<file path="src/rtl/virtual_ds2431_rom_ctrl.sv">
`default_nettype none
// ============================================================================
// Module      : virtual_ds2431_rom_ctrl
// Description : 1-Wire ROM-layer controller for a virtual DS2431. It follows
//               bus resets and presence, decodes ROM commands, serves Read ROM
//               and Match ROM, and then hands the byte interface over to the
//               function layer.
// Revision    : 1.0 - initial release
// ============================================================================
module virtual_ds2431_rom_ctrl #(
    parameter bit RESUME_EN = 1'b1
) (
    input  logic        clk,
    input  logic        nRst,
    input  logic [63:0] romId,
    output logic        io_trig,
    output logic        io_nRxTx,
    output logic [7:0]  io_sentDat,
    input  logic [7:0]  io_receiveDat,
    input  logic        io_done,
    input  logic        io_nBusRst,
    input  logic        io_nODBusRst,
    input  logic        io_bus,
    output logic        odMode,
    output logic        fnActive,
    output logic [7:0]  romCmd,
    input  logic        fn_trig,
    input  logic        fn_nRxTx,
    input  logic [7:0]  fn_sentDat,
    output logic        fn_done,
    output logic [7:0]  fn_receiveDat
);

    localparam logic [7:0] c_CMD_READ     = 8'h33;
    localparam logic [7:0] c_CMD_MATCH    = 8'h55;
    localparam logic [7:0] c_CMD_SKIP     = 8'hCC;
    localparam logic [7:0] c_CMD_OD_SKIP  = 8'h3C;
    localparam logic [7:0] c_CMD_OD_MATCH = 8'h69;
    localparam logic [7:0] c_CMD_RESUME   = 8'hA5;
    localparam logic [2:0] c_LAST_BYTE    = 3'd7;

    typedef enum logic [2:0] {
        ST_IDLE      = 3'd0,
        ST_WAIT_PRES = 3'd1,
        ST_CMD       = 3'd2,
        ST_CMD_WAIT  = 3'd3,
        ST_MATCH     = 3'd4,
        ST_READ      = 3'd5,
        ST_FUNC      = 3'd6,
        ST_HALT      = 3'd7
    } state_t;

    state_t     r_state;
    state_t     w_stateNext;

    // Registered IO-block flags and their one-cycle-delayed copies.
    logic       r_ioDone, r_ioDonePrev;
    logic       r_ioBus, r_ioBusPrev;
    logic       r_nBusRst, r_nBusRstPrev;
    logic       r_nODBusRst, r_nODBusRstPrev;

    logic       r_odMode, w_odModeNext;
    logic       r_resume, w_resumeNext;
    logic [7:0] r_romCmd, w_romCmdNext;
    logic [2:0] r_byteCnt, w_byteCntNext;
    // Set while a READ/MATCH byte has been triggered and its byteDone is pending.
    logic       r_busy, w_busyNext;

    logic       w_byteDone;
    logic       w_busRise;
    logic       w_stdRst;
    logic       w_odRst;
    logic [7:0] w_romByte;

    assign w_byteDone = r_ioDone & ~r_ioDonePrev;
    assign w_busRise  = r_ioBus & ~r_ioBusPrev;
    assign w_stdRst   = ~r_nBusRst & r_nBusRstPrev;
    assign w_odRst    = ~r_nODBusRst & r_nODBusRstPrev;
    assign w_romByte  = romId[{r_byteCnt, 3'b000} +: 8];

    assign odMode = r_odMode;
    assign romCmd = r_romCmd;

    // Capture the IO flags; preload to 1 so leaving reset never looks like an edge.
    always_ff @(posedge clk or negedge nRst) begin
        if (!nRst) begin
            r_ioDone        <= 1'b1;
            r_ioDonePrev    <= 1'b1;
            r_ioBus         <= 1'b1;
            r_ioBusPrev     <= 1'b1;
            r_nBusRst       <= 1'b1;
            r_nBusRstPrev   <= 1'b1;
            r_nODBusRst     <= 1'b1;
            r_nODBusRstPrev <= 1'b1;
        end else begin
            r_ioDone        <= io_done;
            r_ioDonePrev    <= r_ioDone;
            r_ioBus         <= io_bus;
            r_ioBusPrev     <= r_ioBus;
            r_nBusRst       <= io_nBusRst;
            r_nBusRstPrev   <= r_nBusRst;
            r_nODBusRst     <= io_nODBusRst;
            r_nODBusRstPrev <= r_nODBusRst;
        end
    end

    // FSM state register.
    always_ff @(posedge clk or negedge nRst) begin
        if (!nRst) begin
            r_state <= ST_IDLE;
        end else begin
            r_state <= w_stateNext;
        end
    end

    // Controller context: speed, resume flag, last command and byte progress.
    always_ff @(posedge clk or negedge nRst) begin
        if (!nRst) begin
            r_odMode  <= 1'b0;
            r_resume  <= 1'b0;
            r_romCmd  <= 8'h00;
            r_byteCnt <= 3'd0;
            r_busy    <= 1'b0;
        end else begin
            r_odMode  <= w_odModeNext;
            r_resume  <= w_resumeNext;
            r_romCmd  <= w_romCmdNext;
            r_byteCnt <= w_byteCntNext;
            r_busy    <= w_busyNext;
        end
    end

    // Next-state, context updates and IO/function-layer routing.
    always_comb begin
        w_stateNext   = r_state;
        w_odModeNext  = r_odMode;
        w_resumeNext  = r_resume;
        w_romCmdNext  = r_romCmd;
        w_byteCntNext = r_byteCnt;
        w_busyNext    = r_busy;
        io_trig       = 1'b0;
        io_nRxTx      = 1'b0;
        io_sentDat    = 8'h00;
        fnActive      = 1'b0;
        fn_done       = 1'b0;
        fn_receiveDat = 8'h00;

        case (r_state)
            ST_IDLE: begin
                w_stateNext = ST_IDLE;
            end
            ST_WAIT_PRES: begin
                // Rising bus level marks the end of our presence pulse.
                if (w_busRise) begin
                    w_stateNext = ST_CMD;
                end
            end
            ST_CMD: begin
                io_trig     = 1'b1;
                io_nRxTx    = 1'b0;
                w_stateNext = ST_CMD_WAIT;
            end
            ST_CMD_WAIT: begin
                if (w_byteDone) begin
                    w_romCmdNext  = io_receiveDat;
                    w_byteCntNext = 3'd0;
                    w_busyNext    = 1'b0;
                    case (io_receiveDat)
                        c_CMD_READ: begin
                            w_resumeNext = 1'b0;
                            w_stateNext  = ST_READ;
                        end
                        c_CMD_MATCH: begin
                            w_stateNext = ST_MATCH;
                        end
                        c_CMD_SKIP: begin
                            w_resumeNext = 1'b0;
                            w_stateNext  = ST_FUNC;
                        end
                        c_CMD_OD_SKIP: begin
                            w_odModeNext = 1'b1;
                            w_resumeNext = 1'b0;
                            w_stateNext  = ST_FUNC;
                        end
                        c_CMD_OD_MATCH: begin
                            w_odModeNext = 1'b1;
                            w_stateNext  = ST_MATCH;
                        end
                        c_CMD_RESUME: begin
                            if (RESUME_EN && r_resume) begin
                                w_stateNext = ST_FUNC;
                            end else begin
                                w_stateNext = ST_HALT;
                            end
                        end
                        default: begin
                            w_stateNext = ST_HALT;
                        end
                    endcase
                end
            end
            ST_READ: begin
                io_nRxTx   = 1'b1;
                io_sentDat = w_romByte;
                if (!r_busy) begin
                    io_trig    = 1'b1;
                    w_busyNext = 1'b1;
                end else if (w_byteDone) begin
                    w_busyNext = 1'b0;
                    if (r_byteCnt == c_LAST_BYTE) begin
                        w_stateNext = ST_FUNC;
                    end else begin
                        w_byteCntNext = r_byteCnt + 3'd1;
                    end
                end
            end
            ST_MATCH: begin
                io_nRxTx = 1'b0;
                if (!r_busy) begin
                    io_trig    = 1'b1;
                    w_busyNext = 1'b1;
                end else if (w_byteDone) begin
                    w_busyNext = 1'b0;
                    if (io_receiveDat != w_romByte) begin
                        // Not addressed: drop out and only an OD match reverts speed.
                        w_resumeNext = 1'b0;
                        if (r_romCmd == c_CMD_OD_MATCH) begin
                            w_odModeNext = 1'b0;
                        end
                        w_stateNext = ST_HALT;
                    end else if (r_byteCnt == c_LAST_BYTE) begin
                        w_resumeNext = 1'b1;
                        w_stateNext  = ST_FUNC;
                    end else begin
                        w_byteCntNext = r_byteCnt + 3'd1;
                    end
                end
            end
            ST_FUNC: begin
                fnActive      = 1'b1;
                io_trig       = fn_trig;
                io_nRxTx      = fn_nRxTx;
                io_sentDat    = fn_sentDat;
                fn_done       = io_done;
                fn_receiveDat = io_receiveDat;
            end
            ST_HALT: begin
                w_stateNext = ST_HALT;
            end
            default: begin
                w_stateNext = ST_IDLE;
            end
        endcase

        // A bus reset overrides anything decided above in the same cycle.
        if (w_stdRst || w_odRst) begin
            w_stateNext   = ST_WAIT_PRES;
            w_resumeNext  = r_resume;
            w_romCmdNext  = r_romCmd;
            w_byteCntNext = 3'd0;
            w_busyNext    = 1'b0;
            io_trig       = 1'b0;
            w_odModeNext  = w_stdRst ? 1'b0 : r_odMode;
        end
    end

endmodule
`default_nettype wire
</file>
<file path="config.mk">
export PLATFORM = sky130hd
export DESIGN_NAME = virtual_ds2431_rom_ctrl
export DESIGN_NICKNAME = d
export VERILOG_FILES = /design/src/rtl/virtual_ds2431_rom_ctrl.sv
export SDC_FILE = /design/constraint.sdc
export NUM_CORES = 1
export LEC_CHECK = 0
export CAP_MARGIN = 20
export CORE_MARGIN = 2
export CORE_UTILIZATION = 30
export CTS_CLUSTER_SIZE = 24
export DETAILED_ROUTE_END_ITERATION = 6
export DONT_BUFFER_PORTS = 1
export GPL_ROUTABILITY_DRIVEN = 0
export MAX_ROUTING_LAYER = met4
export PLACE_DENSITY_LB_ADDON = 0.12
export SKIP_LAST_GASP = 1
export SYNTH_ARGS = -nofsm -noshare
export SYNTH_HDL_FRONTEND = slang
export SYNTH_SLANG_ARGS = --single-unit
</file>
<file path="constraint.sdc">
create_clock -name clk -period 2.86 [get_ports clk]
set_input_delay 0.429 -clock clk [delete_from_list [all_inputs] [get_ports clk]]
set_output_delay 0.429 -clock clk [all_outputs]
set_load 0.1 [all_outputs]
</file>
* After elaboration in Yosys (flattened, before gate mapping)
Cells that the tools add are included.
Storage, ports and cells: flip-flop bits (word level) 25, input bits 88, logic and storage cells 125
Operators by class: add/sub/neg operators 1, equality and inequality tests 32, shift operators 1, mux-type cells 50, bitwise logic cells 9, reductions and logical operators 18
Operators with widths (number):
- $shiftx 64x7->8 | 1
- $mux 3 | 17
- $ne 3x3->1 const B | 11
- $eq 8x7->1 const B | 3
- $mux 1 | 23
- $pmux 3 s7 | 1
- $reduce_and 7->1 | 3
- $eq 8x6->1 const B | 2
- $eq 8x8->1 const B | 2
- $pmux 8 s2 | 1
- $eq 3x3->1 const B | 5
- $ne 2x2->1 const B | 5
- $pmux 3 s3 | 1
- $mux 8 | 1
- $ne 8x8->1 | 1
- $pmux 1 s2 | 4
- $pmux 2 s4 | 1
- $reduce_and 8->1 | 1
- $reduce_bool 8->1 | 1
- $reduce_or 2->1 | 4
- $eq 3x2->1 const B | 2
- $reduce_bool 3->1 | 2
- $not 1->1 | 5
- $and 1x1->1 | 4
- other kinds (10) | 10

* Depth between registers and ports, before layout
depth after elaboration 7, gate-level depth with buffers 9, mapped depth without buffers 7

* Least setup slack after synthesis
OpenSTA, ideal clock, no wires.
path kind register to output, start point register r_state[2], end point output port fn_done, arrival time 3.985 ns, path slack -1.554 ns, cell stages (with the launch flop) 5, path buffers 1, path through dfrtp_1 -> clkbuf_1 -> inv_1 -> nor3_1 -> and2_1
Between the ends: word-level cells in the longest chain between the ends 2
Ends and longest elaborated chain:
- start, declared | line 53 | state_t r_state;
- start signal, assigned | line 112 | r_state <= w_stateNext;
- $eq 3x3->1 | line 148 | case (r_state)
- $mux 1 | line 148
- end, declared | line 30 | output logic fn_done,
Every way passes these cells.

* Worst setup path after layout
start point register r_byteCnt[1], end point register r_byteCnt[0]
Between the ends: word-level cells in the longest chain between the ends 7
Ends and longest elaborated chain:
- start, declared | line 65 | logic [2:0] r_byteCnt, w_byteCntNext;
- start signal, assigned | line 128 | r_byteCnt <= w_byteCntNext;
- parallel branches: the longest is 7 deep, another holds $shiftx 64x7->8
Parallel ways; which one is timed is not known. The select of a mux whose other input is x is not followed. A chain may end at the register's enable or synchronous reset.

==> results.txt <==
The flow ran to the end, and the final reports show no timing, DRC or antenna violations. Headroom to the max-slew limit came out at 37.6%. Setup repair after global routing left no endpoint under its margin.

For this block, the via count after detailed routing is slightly below 2k. The number of DRC markers after the initial detailed-route iteration is roughly 130. The slew at the pin with the worst max-slew slack came out at approximately 940 ps. The commonest register cell after synthesis is sky130_fd_sc_hd__dfrtp_1. The critical path goes through buf_4 -> mux4_1 -> mux2i_4 -> xnor2_1 -> a2111oi_4 -> a31oi_1 -> or4_1 -> a21oi_1. The clock period minus final worst setup slack is approximately 2700 ps. The clock transition at the registers of the reported paths came out at 100 ps. The cell sitting at the root of the clock tree is a sky130_fd_sc_hd__clkbuf_8. The most common cell in the synthesized netlist is sky130_fd_sc_hd__nor2_1. The initial cell density of the core came out at 30.6%.

The post-synthesis async set-or-reset flop share came out at 100%. The synthesized design contains 25 register bits. The synthesis-to-finish area growth came out at 34.0%.

Among cell families on the critical path, the largest total delay comes from multiplexers. In this run the worst path has a maximum fanout of 3. The first global-routing pass estimated approximately 9.6 mm of wire. The number of global-route vias before repair came out at 1907. The worst flop-to-flop path startpoint is r_byteCnt[1]$_DFFE_PN0P_. Together, buffers and inverters on the worst path number 1. The peak ir drop on the vdd network is around 0.53 mV. The H-tree depth is 1. The count of cells along the worst register-to-register path is 8. sky130_fd_sc_hd__dfrtp_1 takes more of the synthesized area than any other cell. The area share of the leading cell type in the synthesized netlist is around a fifth. The horizontal die dimension is about 90 um. By startpoint and endpoint, the worst setup path is classified as register to register.

The total of endpoints with negative setup slack in the final report is 0. Counting every sink on the clock net gives 25. The count of final hold-check violations came out at 0. The worst reg-to-reg setup slack came out at roughly 180 ps. The destination of the critical timing path is r_byteCnt[0]$_DFFE_PN0P_.

The register share of total power is a little over a quarter. The total power came out at 1830 uW. Summing the sequential cell areas from Yosys gives between 20% and 30% of the chip area. The average wire length per cell after detail routing came out at between 15 and 20 um. The count of warnings emitted by yosys came out at 0. The clock tree from TritonCTS is yes. In this run the worst setup path begins at r_byteCnt[1]$_DFFE_PN0P_. For this design the static power due to leakage is 0.00107 uW.

The post-synthesis instance total is ~230. STA classifies the critical path endpoint as a register. TritonCTS created 3 clock buffers. The required time of the worst setup path is between 3000 and 4000 ps. Ranked by total cell area, the synthesized netlist is headed by sky130_fd_sc_hd__dfrtp_1 19%, sky130_fd_sc_hd__dfstp_2 9.6%, sky130_fd_sc_hd__mux2_2 8.3%, sky130_fd_sc_hd__mux4_2 6.2%, sky130_fd_sc_hd__mux4_1 6.0%. The power density relative to cell area is ~620 mW/mm2. The final worst clock skew came out at between 7 and 8 ps. In the routed design, unresolved DRC markers number 0. The number of logic stages on the critical path including buffering came out at 8. The highest cell delay on the worst timing path came out at around 600 ps. The finished layout holds between 300 and 400 standard cells, fillers aside.

The tightest min-delay check is of the input pin to register type. The number of buffers between clock root and the deepest sink is 2. The overall fraction of global-route tracks in use came out at 16.2%. The arrival time reported for the critical path endpoint is approximately 2900 ps.

The largest individual stage delay along the critical path comes from the cell sky130_fd_sc_hd__mux4_1. From bottom edge to top edge, the die measures ~89 um. 0 antenna diodes ended up in the layout. The placed cell area is about 0.0028 mm2.

The overflow left after global routing came out at 0. The number of detailed-route iterations in the first pass came out at 4. Net switching is between 50% and 60% of the power. The number of placement rows came out at 31. The post-placement cell count is roughly 350. In this run, distinct cell masters in the synthesized netlist total 52.

Across the run, the number of max-cap violations was 0. The worst setup path is launched from a register. The power dissipated by switching net loads came out at between 900 and 1000 uW. The endpoint identified for the worst register-to-register timing path is r_byteCnt[0]$_DFFE_PN0P_. The combinational power share came out at approximately 60%. The number of top-level design ports is roughly 120. The number of routed nets with antenna violations came out at 0. The mean number of vias per cell is 5.43.

In this run, synthesis inferred 0 flip-flops with an integrated enable. After routing the design area is ~0.003 mm2. Entering global routing, the biggest net connects 26 pins. The total nets after synthesis is ~320. The placeable core region is 0.00714 mm2. The per-instance average area after synthesis came out at approximately 9.6 um2.

The post-detailed-routing wire length came out at between 6 and 7 mm. The initial antenna violation count came out at 0. The die footprint came out at ~0.0080 mm2. Once detailed placement completed, the half-perimeter wirelength came to approximately 5.0 mm. The share of total power dissipated in the clock network is ~13%. By count the netlist is led by 25 x sky130_fd_sc_hd__nor2_1, 20 x sky130_fd_sc_hd__a21oi_1, 17 x sky130_fd_sc_hd__dfrtp_1. The count of input and output buffers is 0. The number of max-slew violations in the final report is 0. Based on the critical path, the design can be clocked at up to about 370 MHz. The cell area after synthesis is 0.00218 mm2.

The internal power of the cells is around 840 uW. The post-route netlist has about two fifths of its cells at a drive strength greater than 1. In the finished design, the share of the clock period the worst path needs comes to a little over nine tenths.

The clock latency on the worst-skew pair is 280 ps. The final-stage net count is 353.
==> state kept, by name (all words and copies together) (netlist names) <==
register	flops
r_nBusRstPrev	1
r_ioDone	1
r_ioDonePrev	1
r_state	3
r_resume	1
r_nODBusRstPrev	1
romCmd	8
r_ioBusPrev	1
r_nODBusRst	1
r_nBusRst	1
odMode	1
r_busy	1
r_byteCnt	3
r_ioBus	1
==> routing by layer <==
metal | global-route usage (%) | part of all wire [%] | vias to the layer above
li1 | - | - | 934
met1 | 20.7 | 43 | 930
met2 | 26.6 | 48 | 90
met3 | 2.49 | 6.7 | 8
met4 | 4.61 | 1.9 | 0
met5 | - | 0 | -
==> power groups by stage <==
stage / clock network [uW] / logic, uW / registers, uW
floorplan: 0 / 472 / 851
global placement: 0 / 1090 / 503
detailed placement: 0 / 1090 / 504
CTS: 238 / 1100 / 499
global route: 253 / 1160 / 509
finish: 229 / 1100 / 499
==> cells in the final DEF, fill, tap and decap left out, drive strengths merged, types with 4 or more instances in the layout <==
cell / instances
and2: 9
nor2: 25
nand2b: 6
nor2b: 4
xnor2: 5
o21ai: 11
nor3: 8
dfrtp: 17
o22ai: 4
buf: 39
inv: 4
dfstp: 8
mux2: 16
mux4: 11
nand2: 16
mux2i: 7
nor4bb: 7
a21oi: 20
==> worst reg2reg max path, delay by kind of cell, from the launching register on <==
kind / cells / cell delay [ps]
AO/OA/AOI/OAI: 3 / 670
AND/OR/NAND/NOR: 1 / 500
flip-flops: 1 / 410
multiplexers: 2 / 780
XOR/XNOR: 1 / 120
buffers and inverters: 1 / 130
==> per-stage QoR <==
| step | hold slack (ps) | setup WS [ps] | TNS (ps) | utilization, % |
|---|---|---|---|---|
| CTS | 124 | 45.1 | 0 | 40.7 |
| floorplan | 133 | -55.9 | -135 | - |
| finish | 129 | 175 | 0 | 41.0 |
| global placement | 134 | 111 | 0 | 39.6 |
| global route | 111 | 31.5 | 0 | 41.0 |
| detailed placement | 134 | 63.6 | 0 | 39.6 |
==> kinds of logic after synthesis <==
family	synth area share (%)
AO/OA/AOI/OAI	17.1
XOR/XNOR	2.01
adder cells (fa/ha/maj)	1.15
buffers and inverters	2.98
flip-flops	29.1
multiplexers	24.3
AND/OR/NAND/NOR	23.4
==> layout make-up <==
class / count / area, um2
well taps: 99 / 124
multi-input cells: 189 / 1550
repair buffers: 40 / 553
flip-flops and latches: 25 / 638
inverters: 4 / 15.0
fillers: 720 / 4210
clock inverters: 1 / 7.51
clock buffers: 3 / 41.3
==> worst min path at each step <==
stage	start	to	slack [ps]	depth (start not counted)
finish	io_done	r_ioDone$_DFF_PN1_	130	0
global route	io_nODBusRst	r_nODBusRst$_DFF_PN1_	110	0
global placement	nRst	r_byteCnt[2]$_DFFE_PN0P_	130	0
detailed placement	nRst	r_byteCnt[2]$_DFFE_PN0P_	130	0
CTS	io_nBusRst	r_nBusRst$_DFF_PN1_	120	0
floorplan	nRst	odMode$_DFFE_PN0P_	130	0
==> timing repair <==
item | CTS | global route
endpoints found under the hold margin | 25 | 0
buffers inserted | 0 | 2
hold buffers | 2 | 0
endpoints found under the setup margin | 0 | 7
gates resized for setup | 0 | 3
Note: power is estimated with default switching activity, not from simulation.
